## config.mk

```make
export PLATFORM = sky130hd
export DESIGN_NAME = tgfa_acc_ctrl
export DESIGN_NICKNAME = d
export VERILOG_FILES = /design/src/rtl/tgfa_acc_pkg.sv /design/src/rtl/tgfa_seq_cnt.sv /design/src/rtl/tgfa_acc_ctrl.sv
export SDC_FILE = /design/constraint.sdc
export NUM_CORES = 1
export LEC_CHECK = 0
export ABC_AREA = 1
export CAP_MARGIN = 20
export CORE_ASPECT_RATIO = 1.2
export CORE_MARGIN = 3
export CORE_UTILIZATION = 43
export DETAILED_ROUTE_END_ITERATION = 12
export PLACE_DENSITY = 0.78
export SLEW_MARGIN = 10
export SYNTH_ARGS = -nofsm -noshare
export SYNTH_HDL_FRONTEND = slang
export SYNTH_SLANG_ARGS = --single-unit
```

## constraint.sdc

```tcl
create_clock -name CK -period 1.4 [get_ports CK]
set_input_delay 0.28 -clock CK [delete_from_list [all_inputs] [get_ports CK]]
set_output_delay 0.28 -clock CK [all_outputs]
set_load 0.1 [all_outputs]
```

## src/rtl/tgfa_acc_pkg.sv

```systemverilog
// Shared types and default sizes for the neuron accumulation sequencer.
// Cycles through the neuron inputs of a 10-bit TG adder/ff10 datapath.
package tgfa_acc_pkg;

  localparam int DEF_N_IN  = 10;
  localparam int DEF_WIDTH = 10;
  localparam int DEF_SEL_W = 4;

  localparam logic [DEF_WIDTH-1:0] SAT_MAX = '1;

  typedef enum logic [2:0] {
    IDLE,
    CLEAR,
    ACCUM,
    DRAIN,
    LATCH
  } state_e;

endpackage

```

## src/rtl/tgfa_seq_cnt.sv

```systemverilog
// Up-counter with synchronous clear and enable.
// It holds at LAST instead of wrapping, and tc flags the terminal count.
module tgfa_seq_cnt
  import tgfa_acc_pkg::*;
#(
  parameter int W    = DEF_SEL_W,
  parameter int LAST = DEF_N_IN - 1
) (
  input  logic         clk,
  input  logic         rst_n,
  input  logic         clr,
  input  logic         en,
  output logic [W-1:0] cnt,
  output logic         tc
);

  logic [W-1:0] cnt_q, cnt_d;

  assign tc  = (cnt_q == W'(LAST));
  assign cnt = cnt_q;

  always_comb begin
    cnt_d = cnt_q;
    if (clr) begin
      cnt_d = '0;
    end else if (en && !tc) begin
      cnt_d = cnt_q + W'(1);
    end
  end

  always_ff @(posedge clk or negedge rst_n) begin
    if (!rst_n) begin
      cnt_q <= '0;
    end else begin
      cnt_q <= cnt_d;
    end
  end

endmodule

```

## src/rtl/tgfa_acc_ctrl.sv

```systemverilog
// Handshaked sequencer for the neuron accumulation datapath.
// It clears the registers, steps SEL, drains the pipeline, then latches a saturated result and a fire flag.
module tgfa_acc_ctrl
  import tgfa_acc_pkg::*;
#(
  parameter int N_IN  = DEF_N_IN,
  parameter int WIDTH = DEF_WIDTH,
  parameter int SEL_W = DEF_SEL_W
) (
  input  logic             CK,
  input  logic             RSTB,
  input  logic             START,
  input  logic             ABORT,
  input  logic [WIDTH-1:0] THRESH,
  input  logic [WIDTH-1:0] SUM,
  input  logic             CARRY,
  output logic [SEL_W-1:0] SEL,
  output logic             LOAD_EN,
  output logic             SUM_EN,
  output logic             CLR,
  output logic             BUSY,
  output logic             DONE,
  output logic [WIDTH-1:0] RESULT,
  output logic             OVF,
  output logic             FIRE
);

  state_e           state_q, state_d;
  logic             sticky_q, sticky_d;
  logic             done_q, done_d;
  logic             ovf_q, ovf_d;
  logic             fire_q, fire_d;
  logic [WIDTH-1:0] result_q, result_d;

  logic [SEL_W-1:0] cnt;
  logic             cnt_tc;
  logic             in_accum;
  logic             in_sum_phase;

  assign in_accum     = (state_q == ACCUM);
  assign in_sum_phase = (state_q == ACCUM) || (state_q == DRAIN);

  // The counter sits at zero outside ACCUM/DRAIN, so each ACCUM phase starts from input 0.
  tgfa_seq_cnt #(
    .W    (SEL_W),
    .LAST (N_IN - 1)
  ) u_cnt (
    .clk   (CK),
    .rst_n (RSTB),
    .clr   (!in_sum_phase),
    .en    (in_accum),
    .cnt   (cnt),
    .tc    (cnt_tc)
  );

  assign SEL     = in_sum_phase ? cnt : '0;
  assign LOAD_EN = in_accum;
  assign SUM_EN  = in_sum_phase;
  assign CLR     = (state_q == CLEAR);
  assign BUSY    = (state_q != IDLE);
  assign DONE    = done_q;
  assign RESULT  = result_q;
  assign OVF     = ovf_q;
  assign FIRE    = fire_q;

  // LATCH sees the final sum, including the carry sampled on the DRAIN edge.
  always_comb begin
    state_d  = state_q;
    sticky_d = sticky_q;
    result_d = result_q;
    ovf_d    = ovf_q;
    fire_d   = fire_q;
    done_d   = 1'b0;
    if (ABORT) begin
      state_d = IDLE;
    end else begin
      case (state_q)
        IDLE: begin
          if (START) state_d = CLEAR;
        end
        CLEAR: begin
          sticky_d = 1'b0;
          state_d  = ACCUM;
        end
        ACCUM: begin
          sticky_d = sticky_q | CARRY;
          if (cnt_tc) state_d = DRAIN;
        end
        DRAIN: begin
          sticky_d = sticky_q | CARRY;
          state_d  = LATCH;
        end
        LATCH: begin
          result_d = sticky_q ? {WIDTH{1'b1}} : SUM;
          ovf_d    = sticky_q;
          fire_d   = sticky_q | (SUM >= THRESH);
          done_d   = 1'b1;
          state_d  = IDLE;
        end
        default: state_d = IDLE;
      endcase
    end
  end

  always_ff @(posedge CK or negedge RSTB) begin
    if (!RSTB) begin
      state_q  <= IDLE;
      sticky_q <= 1'b0;
      done_q   <= 1'b0;
      ovf_q    <= 1'b0;
      fire_q   <= 1'b0;
      result_q <= '0;
    end else begin
      state_q  <= state_d;
      sticky_q <= sticky_d;
      done_q   <= done_d;
      ovf_q    <= ovf_d;
      fire_q   <= fire_d;
      result_q <= result_d;
    end
  end

endmodule
```

**Word-level counts from Yosys, hierarchy flattened**

Index checks and enable logic that the tools add are counted.

- Word-level logic and storage cells: 41
- Flip-flop bits (word level): 21
- Output and inout bits: 21

- Bitwise operators: 3
- $add $sub $neg: 1
- Order comparisons: 1
- Equal/unequal tests: 8
- Reduce and logical (&&, ||, !) cells: 10
- Muxes and demuxes: 11

Operators with widths:

| kind | count |
|---|---|
| two-way mux 4 bit | 3 |
| one-hot mux 3 bit (4 select lines) | 1 |
| greater-or-equal comparator 10 bit | 1 |
| two-way mux 10 bit | 1 |
| two-way mux 3 bit | 3 |
| == test 3 x 2 -> 1 bit, second input constant | 2 |
| inequality test 3 bit, second input constant | 2 |
| AND reduction 2 bit | 3 |
| adder 4 x 1 -> 4 bit, second input constant | 1 |
| == test 4 bit, second input constant | 1 |
| == test 3 x 1 -> 1 bit, second input constant | 1 |
| == test 3 bit, second input constant | 1 |
| logical NOT 3 bit | 1 |
| nonzero test 3 bit | 1 |
| two-way mux 1 bit | 2 |
| inequality test 2 x 1 -> 1 bit, second input constant | 1 |
| bitwise OR 1 bit | 2 |
| one-hot mux 1 bit (2 select lines) | 1 |
| nonzero test 2 bit | 1 |
| OR reduction 2 bit | 1 |
| logical AND 1 bit | 1 |
| logical NOT 1 bit | 1 |
| logical OR 1 bit | 1 |
| inverter 1 bit | 1 |

**Depth between registers and ports, before layout**

Gate-level depths: netlist of run 1.

- Depth after elaboration: 5
- Depth in mapped cells: 10
- Depth with buffers taken out: 10

**Hierarchy**

From an unflattened synthesis of run 1, not the netlist that was laid out.

- Cell total of the unflattened synthesis: 168
- Area total of the unflattened synthesis: 1239.9 um^2

Modules (own cells, without submodules):

| module | cells each | times used | area an instance (um^2) | seq. area each (um^2) |
|---|---|---|---|---|
| tgfa_acc_ctrl | 136 | 1 | 1002.2 | 425.4 |
| tgfa_seq_cnt | 32 | 1 | 237.7 | 100.1 |

**Least setup slack after synthesis of run 1**

OpenSTA, ideal clock, no wires.

- Path type: register to register
- From: register state_q[2]
- To: register u_cnt.cnt_q[3] (netlist: u_cnt.cnt[3])
- Required time: 1316 ps
- Buffers on the path: 0
- Clock period less this slack: 2176 ps
- Stages on the path, launching flop included: 6
- Arrival time: 2092 ps
- Slack: -776 ps
- Cells stage by stage: dfrtp_1 inv_2 nand2_4 nor2_1 nor2_1 a31oi_1

- Longest elaborated chain between the ends: 3
- Elaborated cells between the ends (all ways): 6

RTL lines:

| what | line | source |
|---|---|---|
| from (decl) | tgfa_acc_ctrl.sv:28 | `state_e state_q, state_d;` |
| from (signal assigned) | tgfa_acc_ctrl.sv:114 | `state_q <= state_d;` |
| == test 3 x 2 -> 1 bit, on equally long branches | tgfa_acc_ctrl.sv:40, tgfa_acc_ctrl.sv:41 |  |
| logical OR 1 bit or logical AND 1 bit (tied branches) | tgfa_acc_ctrl.sv:41, tgfa_seq_cnt.sv:26 |  |
| inequality test 2 x 1 -> 1 bit (no source line) or two-way mux 4 bit (tied branches) | n/a |  |
| to (signal assigned) | tgfa_seq_cnt.sv:35 | `cnt_q <= cnt_d;` |
| to (decl) | tgfa_seq_cnt.sv:17 | `logic [W-1:0] cnt_q, cnt_d;` |

Parallel ways exist; a longest one is shown, timed or not.
A chain may end at the register's enable or synchronous reset.

**Worst setup path after layout of run 1**

- From: register state_q[2]
- To: output SEL[2]

- Longest elaborated chain between the ends: 3
- Elaborated cells between the ends (all ways): 4

RTL lines:

| what | line | source |
|---|---|---|
| == test 3 x 2 -> 1 bit | tgfa_acc_ctrl.sv:41 | `assign in_sum_phase = (state_q == ACCUM) \|\| (state_q == DRAIN);` |
| logical OR 1 bit * | tgfa_acc_ctrl.sv:41 |  |
| two-way mux 4 bit * | tgfa_acc_ctrl.sv:56 | `assign SEL = in_sum_phase ? cnt : '0;` |
| to (decl) | tgfa_acc_ctrl.sv:17 | `output logic [SEL_W-1:0] SEL,` |

Mark *: on every way between the ends. The rest lies on a longest branch, timed or not.

==> impl_results.md, run 1 <==
* Crit path launch type: flip-flop
* Crit end category: output pin
* Comb pwr share at 0.678
* Max Cap Violations at 0
* # clock sinks at 21
* Most frequent cells in the layout: 26 x nand2_1, 22 x buf_12, 19 x dfrtp_1
* Vias per cell at 5.384
* Layout cells sized above 1 at 0.3493
* First-pass GRT wire length at 5.747 mm
* Most common cell after layout, fill and taps aside: nand2_1
* Die Span Y at 64.35 um
* Clock transition at path regs at 0.12 ns
* Sequential share of power at 0.252
* WL per Instance at 17.02 um
* Yosys warning count at 0
* Setup TNS Final at -1.198 ns
* Mapped cell area at 1220 um^2
* Width of the die at 54.62 um
* Post-detail-place hpwl at 2.740 mm
* Final wirelength at 4.120 mm
* IO Port Bufs at 45
* Average cell area after synthesis at 8.133 um^2
* Outcome: finished, violations left
* Total Die Area at 3515 um^2
* Crit-path max FO at 7
* ANT nets after route at 0
* Initial antenna violation count at 0
* Post-synthesis sequential area ratio at 0.4308
* Failing checks: setup timing
* Highest clock rate at 636.1 MHz
* Int Power at 1.878 mW
* Htree depth at 1
* Placed Area at 2029 um^2
* Syn Inst Count at 150
* DRT Pass-1 Iters at 4
* Root Driver: clkbuf_4
* Slew Limit Fails at 0
* Synth area leaders: dfrtp_1 43%, ha_1 12%, nand2_1 8.9%, inv_1 7.1%, nor2_1 7.1%
* Clock Latency Late Sink at 0.30 ns
* P_sw at 2.267 mW
* Clock share of power at 0.070
* Rows at 20
* GRT Total Usage at 0.2244
* DRC at 0
* Sw Share at 0.5469
* Crit path DAT at 1.29 ns
* P per Cell Area at 1894 nW/um^2
* Initial DRC count at 35
* Crit path time final at 1.572 ns
* Max Root-Sink Buffers at 2
* Global placer's final weighted congestion at 0.7615
* Final Hold Vio Count at 0
* Worst Max-Slew Pin Slew at 0.4639 ns
* Worst min path class: input pin to asynchronous set/reset pin
* Finish-stage setup viols at 9
* Core ar. at 2628 um^2
* R2R setup slack at 0.07 ns
* Antenna cells at 0
* Starting Density at 0.4643
* Max VDD drop at 1.436 mV
* Via count at 1303
* Number of global-route vias before repair at 1349
* Slew margin rel. at 0.6907
* Hold Buf Count CTS at 0
* PnR worst setup slack at -0.1720 ns
* Ports at 46
* CTS buffer count at 3
* LEAKAGE at 1.078 nW
* Clock skew at 0.008780 ns
* Synth area leader: dfrtp_1
* Yosys top cell area share at 0.4308
* Tot Pwr at 4.145 mW
* Yosys reg bits at 21
* Fin crit share at 1.123
* Fin area at 2188 um^2
* # fillers at 141
* Yosys cell types at 27
* CTS tree: done
* Area Overhead vs Synth at 79.38%
* Setup CP Type: flip-flop to output pin
* Final nets at 247
* Largest net degree at the start of global routing at 22
* Critical path required time at 1.12 ns
* RSZ-0062 raised after global routing: yes
* Syn Nets at 187
* Total grt overflow at 0
## stage by stage
stage	utilization	hold slack [ns]	setup WS [ns]	std cells
6_report	0.8329	0.3308	-0.1720	242
5_1_grt	0.8329	0.3506	-0.2218	242
4_1_cts	0.8043	0.3353	-0.1434	242
3_5_place_dp	0.7724	0.5416	-0.3908	236
3_3_place_gp	0.7724	0.5344	-0.2966	236
2_1_floorplan	-	-0.01559	-0.2948	150
## flip-flops by register name, summed over array words and instances (netlist names)
register / count
state_q: 3
FIRE: 1
OVF: 1
RESULT: 10
DONE: 1
u_cnt.cnt: 4
sticky_q: 1
## power by group through the flow
| stage | logic, mW | clock network, mW | registers (mW) |
|---|---|---|---|
| floorplan | 0.642 | 0 | 2.00 |
| global placement | 2.66 | 0 | 1.03 |
| detailed placement | 2.71 | 0 | 1.04 |
| CTS | 2.76 | 0.285 | 1.03 |
| global route | 2.91 | 0.313 | 1.07 |
| finish | 2.81 | 0.288 | 1.04 |
## final timing paths
path / start / endpoint / depth (start not counted)
setup reg to reg: state_q[1]$_DFFE_PN0P_ / state_q[0]$_DFFE_PN0P_ / 6
min in group CK: SUM[9] / RESULT[9]$_DFFE_PN0P_ / 3
hold reg to reg: state_q[0]$_DFFE_PN0P_ / state_q[1]$_DFFE_PN0P_ / 1
setup / recovery: state_q[2]$_DFFE_PN0P_ / SEL[2] / 4
max in group asynchronous: RSTB / state_q[0]$_DFFE_PN0P_ / 2
hold / removal: RSTB / RESULT[2]$_DFFE_PN0P_ / 2
## final cells by class
| cell class | count | area [um^2] | area share |
|---|---|---|---|
| clock buffer | 4 | 26.28 | 0.01201 |
| multi-input combinational | 101 | 711.9 | 0.3253 |
| timing repair buffer | 58 | 787.0 | 0.3596 |
| tap | 33 | 41.29 | 0.01887 |
| sequential | 21 | 528.0 | 0.2413 |
| inverter | 25 | 93.84 | 0.04288 |
## repair_timing
| item | in CTS | in global routing |
|---|---|---|
| cloned | 0 | 0 |
| pin swaps | 10 | 7 |
| resized for setup | 14 | 20 |
| setup endpoints to repair | 10 | 12 |
| setup buffers | 2 | 0 |
## logic make-up after synthesis
family / after synthesis / share of synthesized area
compound gates: 23 / 0.1056
flops: 21 / 0.4308
xor+xnor: 2 / 0.01436
buf+inv: 28 / 0.09025
fa+ha+maj: 12 / 0.1231
simple gates: 64 / 0.2359
## cell usage after synthesis
cell	count
nor2_2	1
nand4_1	1
o21ai_2	2
inv_2	2
a21oi_1	5
dfrtp_1	21
nand3_1	3
a31oi_1	1
clkbuf_1	1
nor4_1	1
nor2_4	1
nand2_1	29
o21ai_1	10
xor2_1	1
ha_1	12
nor3_1	1
xnor2_1	1
buf_2	1
o21ai_0	2
nor3_2	1
nand3_2	1
inv_1	23
o211ai_1	1
buf_4	1
nand2_4	2
o22ai_1	2
nor2_1	23
## worst max-delay path: stages (launching register included)
cell     delay (ns)
dfrtp_1        0.43
inv_2          0.09
nand2_4        0.11
nor2_2         0.17
buf_12         0.19
## metal layers
layer,vias to the layer above,GRT usage,wire [um],part of all wire
met5,-,0,0,0
met4,0,0.08411,172,0.042
met3,18,0.02564,207,0.050
met2,62,0.4423,2385,0.58
met1,633,0.2171,1355,0.33
li1,590,-,-,-
Power figures use the tool's default switching activity.
==> run 2: changes to the inputs <==
--- a/config.mk
+++ b/config.mk
@@ -9,9 +9,9 @@
 export CAP_MARGIN = 20
 export CORE_ASPECT_RATIO = 1.2
 export CORE_MARGIN = 3
-export CORE_UTILIZATION = 43
+export CORE_UTILIZATION = 47
 export DETAILED_ROUTE_END_ITERATION = 12
-export PLACE_DENSITY = 0.78
+export PLACE_DENSITY = 0.85
 export SLEW_MARGIN = 10
 export SYNTH_ARGS = -nofsm -noshare
 export SYNTH_HDL_FRONTEND = slang
==> constraint.sdc (replaced) <==
create_clock -name CK -period 2.03 [get_ports CK]
set_input_delay 0.406 -clock CK [delete_from_list [all_inputs] [get_ports CK]]
set_output_delay 0.406 -clock CK [all_outputs]
set_load 0.1 [all_outputs]
==> impl_results.md, run 2 (same netlist as run 1, synthesis figures left out) <==
* ANT nets after route at 0 (unchanged)
* Clock share of power at 0.081 (+0.011)
* DRC at 0 (unchanged)
* Area Overhead vs Synth at 46.15%
* Crit path launch type: flip-flop
* Slowest CP cell: dfrtp_1
* Sw Share at 0.5867 (+0.03974)
* Hold Buf Count CTS at 0 (unchanged)
* Rows at 19 (-5.0%)
* Core ar. at 2377 um^2 (-9.5%)
* GRT Total Usage at 0.1819 (-0.04253)
* Antenna cells at 0 (unchanged)
* CP max stage delay at 0.45 ns (+0.02 ns)
* Starting Density at 0.5132 (+0.04887)
* Fin crit share at 0.8791
* # clock sinks at 21 (unchanged)
* Area occupied by multi-input gates at 584.3 um^2 (-18%)
* # fillers at 187 (+33%)
* Worst min path class: input pin to asynchronous set/reset pin
* P per Cell Area at 1345 nW/um^2 (-29%)
* Width of the die at 52.51 um (-3.9%)
* Finish-stage setup viols at 0 (-9)
* Crit path DAT at 1.38 ns (+0.09 ns)
* Most common cell after layout, fill and taps aside: nand2_1
* Most frequent cells in the layout: 29 x nand2_1, 24 x clkdlybuf4s50_1, 23 x inv_1, 23 x nor2_1, 21 x dfrtp_1
* Clock skew at 0.003550 ns (-0.005231 ns)
* Ports at 46 (unchanged)
* Via count at 1125 (-14%)
* Sequential share of power at 0.273 (+0.021)
* Crit-path max FO at 7 (unchanged)
* RSZ-0062 raised after global routing: no
* WP buf/inv at 2 (unchanged)
* Post-CTS setup buffers at 0 (-2)
* Htree depth at 1 (unchanged)
* Setup CP Type: flip-flop to output pin
* Crit path time final at 1.785 ns
* Outcome: finished clean
* Final wirelength at 2.673 mm (-35%)
* Crit end category: output pin
* Critical path required time at 1.62 ns (+0.50 ns)
* Initial DRC count at 17 (-51%)
* CTS tree: done
* Tot Pwr at 2.398 mW (-42%)
* Final hold slack at 0.4378 ns (+0.1069 ns)
* IO Port Bufs at 45 (unchanged)
* P_sw at 1.407 mW (-38%)
* DRT Pass-1 Iters at 4 (unchanged)
* Max Cap Violations at 0 (unchanged)
* First-pass GRT wire length at 4.409 mm (-23%)
* Layout cells sized above 1 at 0.1869 (-0.1624)
* Vias per cell at 4.913 (-8.8%)
* Largest net degree at the start of global routing at 22 (unchanged)
* Total Die Area at 3245 um^2 (-7.7%)
* Fin area at 1783 um^2 (-19%)
* Initial antenna violation count at 0 (unchanged)
* Root Driver: clkbuf_4
* Post-cts sizing count at 0 (-14)
* Slew margin rel. at 0.7301 (+0.03941)
* Clock Latency Late Sink at 0.30 ns (about the same)
* Final nets at 236 (-4.5%)
* Reg area at 525.5 um^2 (-0.47%)
* Number of global-route vias before repair at 1105 (-18%)
* Highest clock rate at 560.4 MHz
* CTS buffer count at 3 (unchanged)
* Max VDD drop at 0.9985 mV (-30%)
* Max Root-Sink Buffers at 2 (unchanged)
* CP top delay family: flip-flops
* Total grt overflow at 0 (unchanged)
* Final Hold Vio Count at 0 (unchanged)
* Max reg flops at 10 (unchanged)
* Comb pwr share at 0.646 (-0.032)
* Die Span Y at 61.81 um (-3.9%)
* Int Power at 0.9911 mW (-47%)
* Worst Max-Slew Pin Slew at 0.4048 ns (-0.05911 ns)
* Cell Chain, Critical Path: inv_2, nand2_4, nor2_1, buf_12
* Placed Area at 1755 um^2 (-14%)
* Post-detail-place hpwl at 2.316 mm (-15%)
* Slew Limit Fails at 0 (unchanged)
* Clock transition at path regs at 0.11 ns (about the same)
* WL per Instance at 11.67 um (-31%)
* Global placer's final weighted congestion at 0.7442 (-2.3%)
* LEAKAGE at 0.9097 nW (-16%)
run 2: cell count changes in the layout (fill, tap and decap cells not counted), sizes merged:
cell / before / now
buf: 34 / 23
clkdlybuf4s50: 13 / 24
dlymetal6s2s: 7 / 0
dlygate4sd2: 4 / 0
clkbuf: 4 / 3
clkinv: 0 / 1
run 2: power by group through the flow:
stage               sequential, mW  combinational [mW]  clock [mW]
finish                       0.654                1.55       0.195
detailed placement           0.664                1.56           0
global placement             0.655                1.53           0
floorplan                     1.38               0.422           0
CTS                          0.654                1.56       0.203
global route                 0.673                1.61       0.227
run 2: path summary, 6_finish.rpt:
kind                                             to              startpoint  cells after the start  slack (ns)
max in group asynchronous     RESULT[4]$_DFFE_PN0P_                    RSTB                      2        1.39
min                        u_cnt.cnt[0]$_DFFE_PN0P_                    RSTB                      2        0.44
min in group CK               RESULT[6]$_DFFE_PN0P_   RESULT[6]$_DFFE_PN0P_                      2        0.51
max                                          SEL[0]  state_q[2]$_DFFE_PN0P_                      4        0.25
max reg2reg                   RESULT[4]$_DFFE_PN0P_  state_q[0]$_DFFE_PN0P_                      5        0.65
min reg2reg                   RESULT[6]$_DFFE_PN0P_   RESULT[6]$_DFFE_PN0P_                      2        0.51
run 2: area by class of cell:
cell class,instances,share of cell area
Tap cell,31,0.02175
Clock inverter,1,0.002807
Clock buffer,3,0.01263
Inverter,25,0.05263
Sequential cell,21,0.2947
Multi-Input combinational cell,101,0.3277
Timing Repair Buffer,47,0.2877
run 2: routing by layer:
metal,track usage,vias to the layer above,part of all wire
met5,0,-,0
met4,0.08759,0,0.021
met3,0.01909,5,0.058
met2,0.3582,44,0.54
met1,0.1903,507,0.38
li1,-,569,-
run 2: through the flow:
| step | util | setup WS [ns] | std cells | setup TNS (ns) |
|---|---|---|---|---|
| after floorplan | - | -0.2342 | 150 | -1.281 |
| after global placement | 0.7384 | 0.2037 | 225 | 0 |
| after detailed placement | 0.7384 | 0.1108 | 225 | 0 |
| after CTS | 0.7500 | 0.2254 | 229 | 0 |
| after global routing | 0.7500 | 0.1594 | 229 | 0 |
| final | 0.7500 | 0.2455 | 229 | 0 |
==> run 3: changes to the inputs <==
--- a/config.mk
+++ b/config.mk
@@ -7,11 +7,13 @@
 export LEC_CHECK = 0
 export ABC_AREA = 1
 export CAP_MARGIN = 20
+export CELL_PAD_IN_SITES_DETAIL_PLACEMENT = 1
+export CELL_PAD_IN_SITES_GLOBAL_PLACEMENT = 1
 export CORE_ASPECT_RATIO = 1.2
 export CORE_MARGIN = 3
-export CORE_UTILIZATION = 47
+export CORE_UTILIZATION = 33
 export DETAILED_ROUTE_END_ITERATION = 12
-export PLACE_DENSITY = 0.85
+export PLACE_DENSITY_LB_ADDON = 0.1
 export SLEW_MARGIN = 10
 export SYNTH_ARGS = -nofsm -noshare
 export SYNTH_HDL_FRONTEND = slang
==> impl_results.md, run 3 (same netlist as run 1, synthesis figures left out) <==
* Outcome: finished clean
* Total grt overflow at 0 (unchanged)
* Clock share of power at 0.108 (+0.027)
* Dpl cells at 231 (+2.7%)
* Crit end category: output pin
* Die Span Y at 72.61 um (+17%)
* Setup CP Type: flip-flop to output pin
* Initial antenna violation count at 0 (unchanged)
* P_sw at 1.423 mW (+1.1%)
* Cell Chain, Critical Path: inv_1, nor3_2, buf_12
* Final Hold Vio Count at 0 (unchanged)
* Layout cells sized above 1 at 0.1818 (-0.005051)
* Htree depth at 1 (unchanged)
* First-pass GRT wire length at 5.554 mm (+26%)
* Vias per cell at 4.919 (+0.13%)
* Critical path required time at 1.62 ns (about the same)
* Slew Limit Fails at 0 (unchanged)
* DRC at 0 (unchanged)
* DP Worst Slack at 0.08258 ns (-0.02818 ns)
* Final hold slack at 0.4971 ns (+0.05937 ns)
* WL per Instance at 13.60 um (+17%)
* ANT nets after route at 0 (unchanged)
* Area Overhead vs Synth at 48.20%
* P per Cell Area at 1372 nW/um^2 (+2.0%)
* PnR worst setup slack at 0.2822 ns (+0.03670 ns)
* Crit path launch type: flip-flop
* Max Root-Sink Buffers at 2 (unchanged)
* Crit path DAT at 1.34 ns (-0.04 ns)
* WP buf/inv at 2 (unchanged)
* Starting Density at 0.3533 (-0.1599)
* Via count at 1156 (+2.8%)
* Fin crit share at 0.8610 (-0.01808)
* Most common cell after layout, fill and taps aside: nand2_1
* Met3 usage in global routing at 0.02124 (+0.002146)
* Final nets at 236 (unchanged)
* # clock sinks at 21 (unchanged)
* CTS tree: done
* Rows at 23 (+4)
* Post-CTS setup buffers at 0 (unchanged)
* Total Die Area at 4466 um^2 (+38%)
* Sequential share of power at 0.265 (-0.008)
* Max reg flops at 10 (unchanged)
* Clock Latency Late Sink at 0.25 ns (-0.05 ns)
* Worst Max-Slew Pin Slew at 0.4558 ns (+0.05100 ns)
* Most Crowded Layer GR: met2
* GRT Total Usage at 0.1642 (-0.01762)
* Fin cells at 235 (+2.6%)
* Width of the die at 61.51 um (+17%)
* IO Port Bufs at 45 (unchanged)
* Int Power at 1.058 mW (+6.7%)
* LEAKAGE at 0.9147 nW (+0.55%)
* Max Cap Violations at 0 (unchanged)
* Root Driver: clkbuf_8
* Met2 GRT Util at 0.3085 (-0.04966)
* Ports at 46 (unchanged)
* Hold Buf Count CTS at 0 (unchanged)
* Antenna cells at 0 (unchanged)
* Comb pwr share at 0.627 (-0.019)
* Core ar. at 3453 um^2 (+45%)
* Crit path time final at 1.748 ns (-0.03670 ns)
* Slowest CP cell: dfrtp_1
* Finish-stage setup viols at 0 (unchanged)
* Post-detail-place hpwl at 2.737 mm (+18%)
* Post-cts sizing count at 0 (unchanged)
* Highest clock rate at 572.1 MHz (+2.1%)
* RSZ-0062 raised after global routing: no
* Final wirelength at 3.197 mm (+20%)
* Crit-path max FO at 5 (-2)
* CP top delay family: flip-flops
* Clock transition at path regs at 0.08 ns (-0.03 ns)
* Grt met1 use at 0.1833 (-0.006925)
* CTS buffer count at 3 (unchanged)
* Most frequent cells in the layout: 29 x nand2_1, 24 x clkdlybuf4s50_1, 23 x inv_1, 23 x nor2_1, 21 x dfrtp_1
* Global placer's final weighted congestion at 0.8157 (+9.6%)
* DRT Pass-1 Iters at 4 (unchanged)
* CP max stage delay at 0.48 ns (+0.03 ns)
* Worst min path class: input pin to asynchronous set/reset pin
* Initial DRC count at 33 (+16)
* Slew margin rel. at 0.6961 (-0.03400)
* Largest net degree at the start of global routing at 22 (unchanged)
* Number of global-route vias before repair at 1250 (+13%)
* Sw Share at 0.5735 (-0.01314)
* Clock skew at 0.005658 ns (+0.002109 ns)
* Max VDD drop at 0.4767 mV (-52%)
## run 3: cell types whose count changed in the layout (fill, tap and decap cells not counted)
cell / delta
clkbuf_1: +1
clkinv_2: -1
clkbuf_4: -3
clkbuf_8: +3
## run 3: area by class of cell
type,instances,area [um^2]
Fill cell,423,1645
Timing Repair Buffer,47,513.0
Multi-Input combinational cell,101,584.3
Tap cell,37,46.29
Clock buffer,4,45.04
Sequential cell,21,525.5
Inverter,25,93.84
## run 3: path summary, 6_finish.rpt
kind	startpoint	end	slack, ns	cells after the start
min in group CK	RESULT[4]$_DFFE_PN0P_	RESULT[4]$_DFFE_PN0P_	0.50	2
worst min-delay path	RSTB	u_cnt.cnt[2]$_DFFE_PN0P_	0.50	2
worst max-delay path	state_q[0]$_DFFE_PN0P_	CLR	0.28	3
worst max register to register	state_q[0]$_DFFE_PN0P_	RESULT[7]$_DFFE_PN0P_	0.63	5
worst min register to register	RESULT[4]$_DFFE_PN0P_	RESULT[4]$_DFFE_PN0P_	0.50	2
max in group asynchronous	RSTB	FIRE$_DFFE_PN0P_	1.32	2
## run 3: power groups by stage
| stage | registers [mW] | clock network, mW | logic, mW |
|---|---|---|---|
| floorplan | 1.38 | 0 | 0.422 |
| global placement | 0.660 | 0 | 1.54 |
| detailed placement | 0.667 | 0 | 1.57 |
| CTS | 0.660 | 0.279 | 1.58 |
| global route | 0.680 | 0.298 | 1.63 |
| finish | 0.656 | 0.268 | 1.56 |
## run 3: metal layers
metal,vias up,wire [um]
met5,-,0
met2,31,1771
met1,550,1266
li1,571,-
met4,0,46
met3,4,112
## run 3: per-stage QoR
stage | total power, mW | setup TNS (ns) | area (um^2) | utilization
floorplan | 1.800 | -1.281 | 1220 | -
global placement | 2.201 | 0 | 1763 | 0.5105
detailed placement | 2.241 | 0 | 1763 | 0.5105
CTS | 2.514 | 0 | 1808 | 0.5236
global route | 2.612 | 0 | 1808 | 0.5236
finish | 2.481 | 0 | 1808 | 0.5236
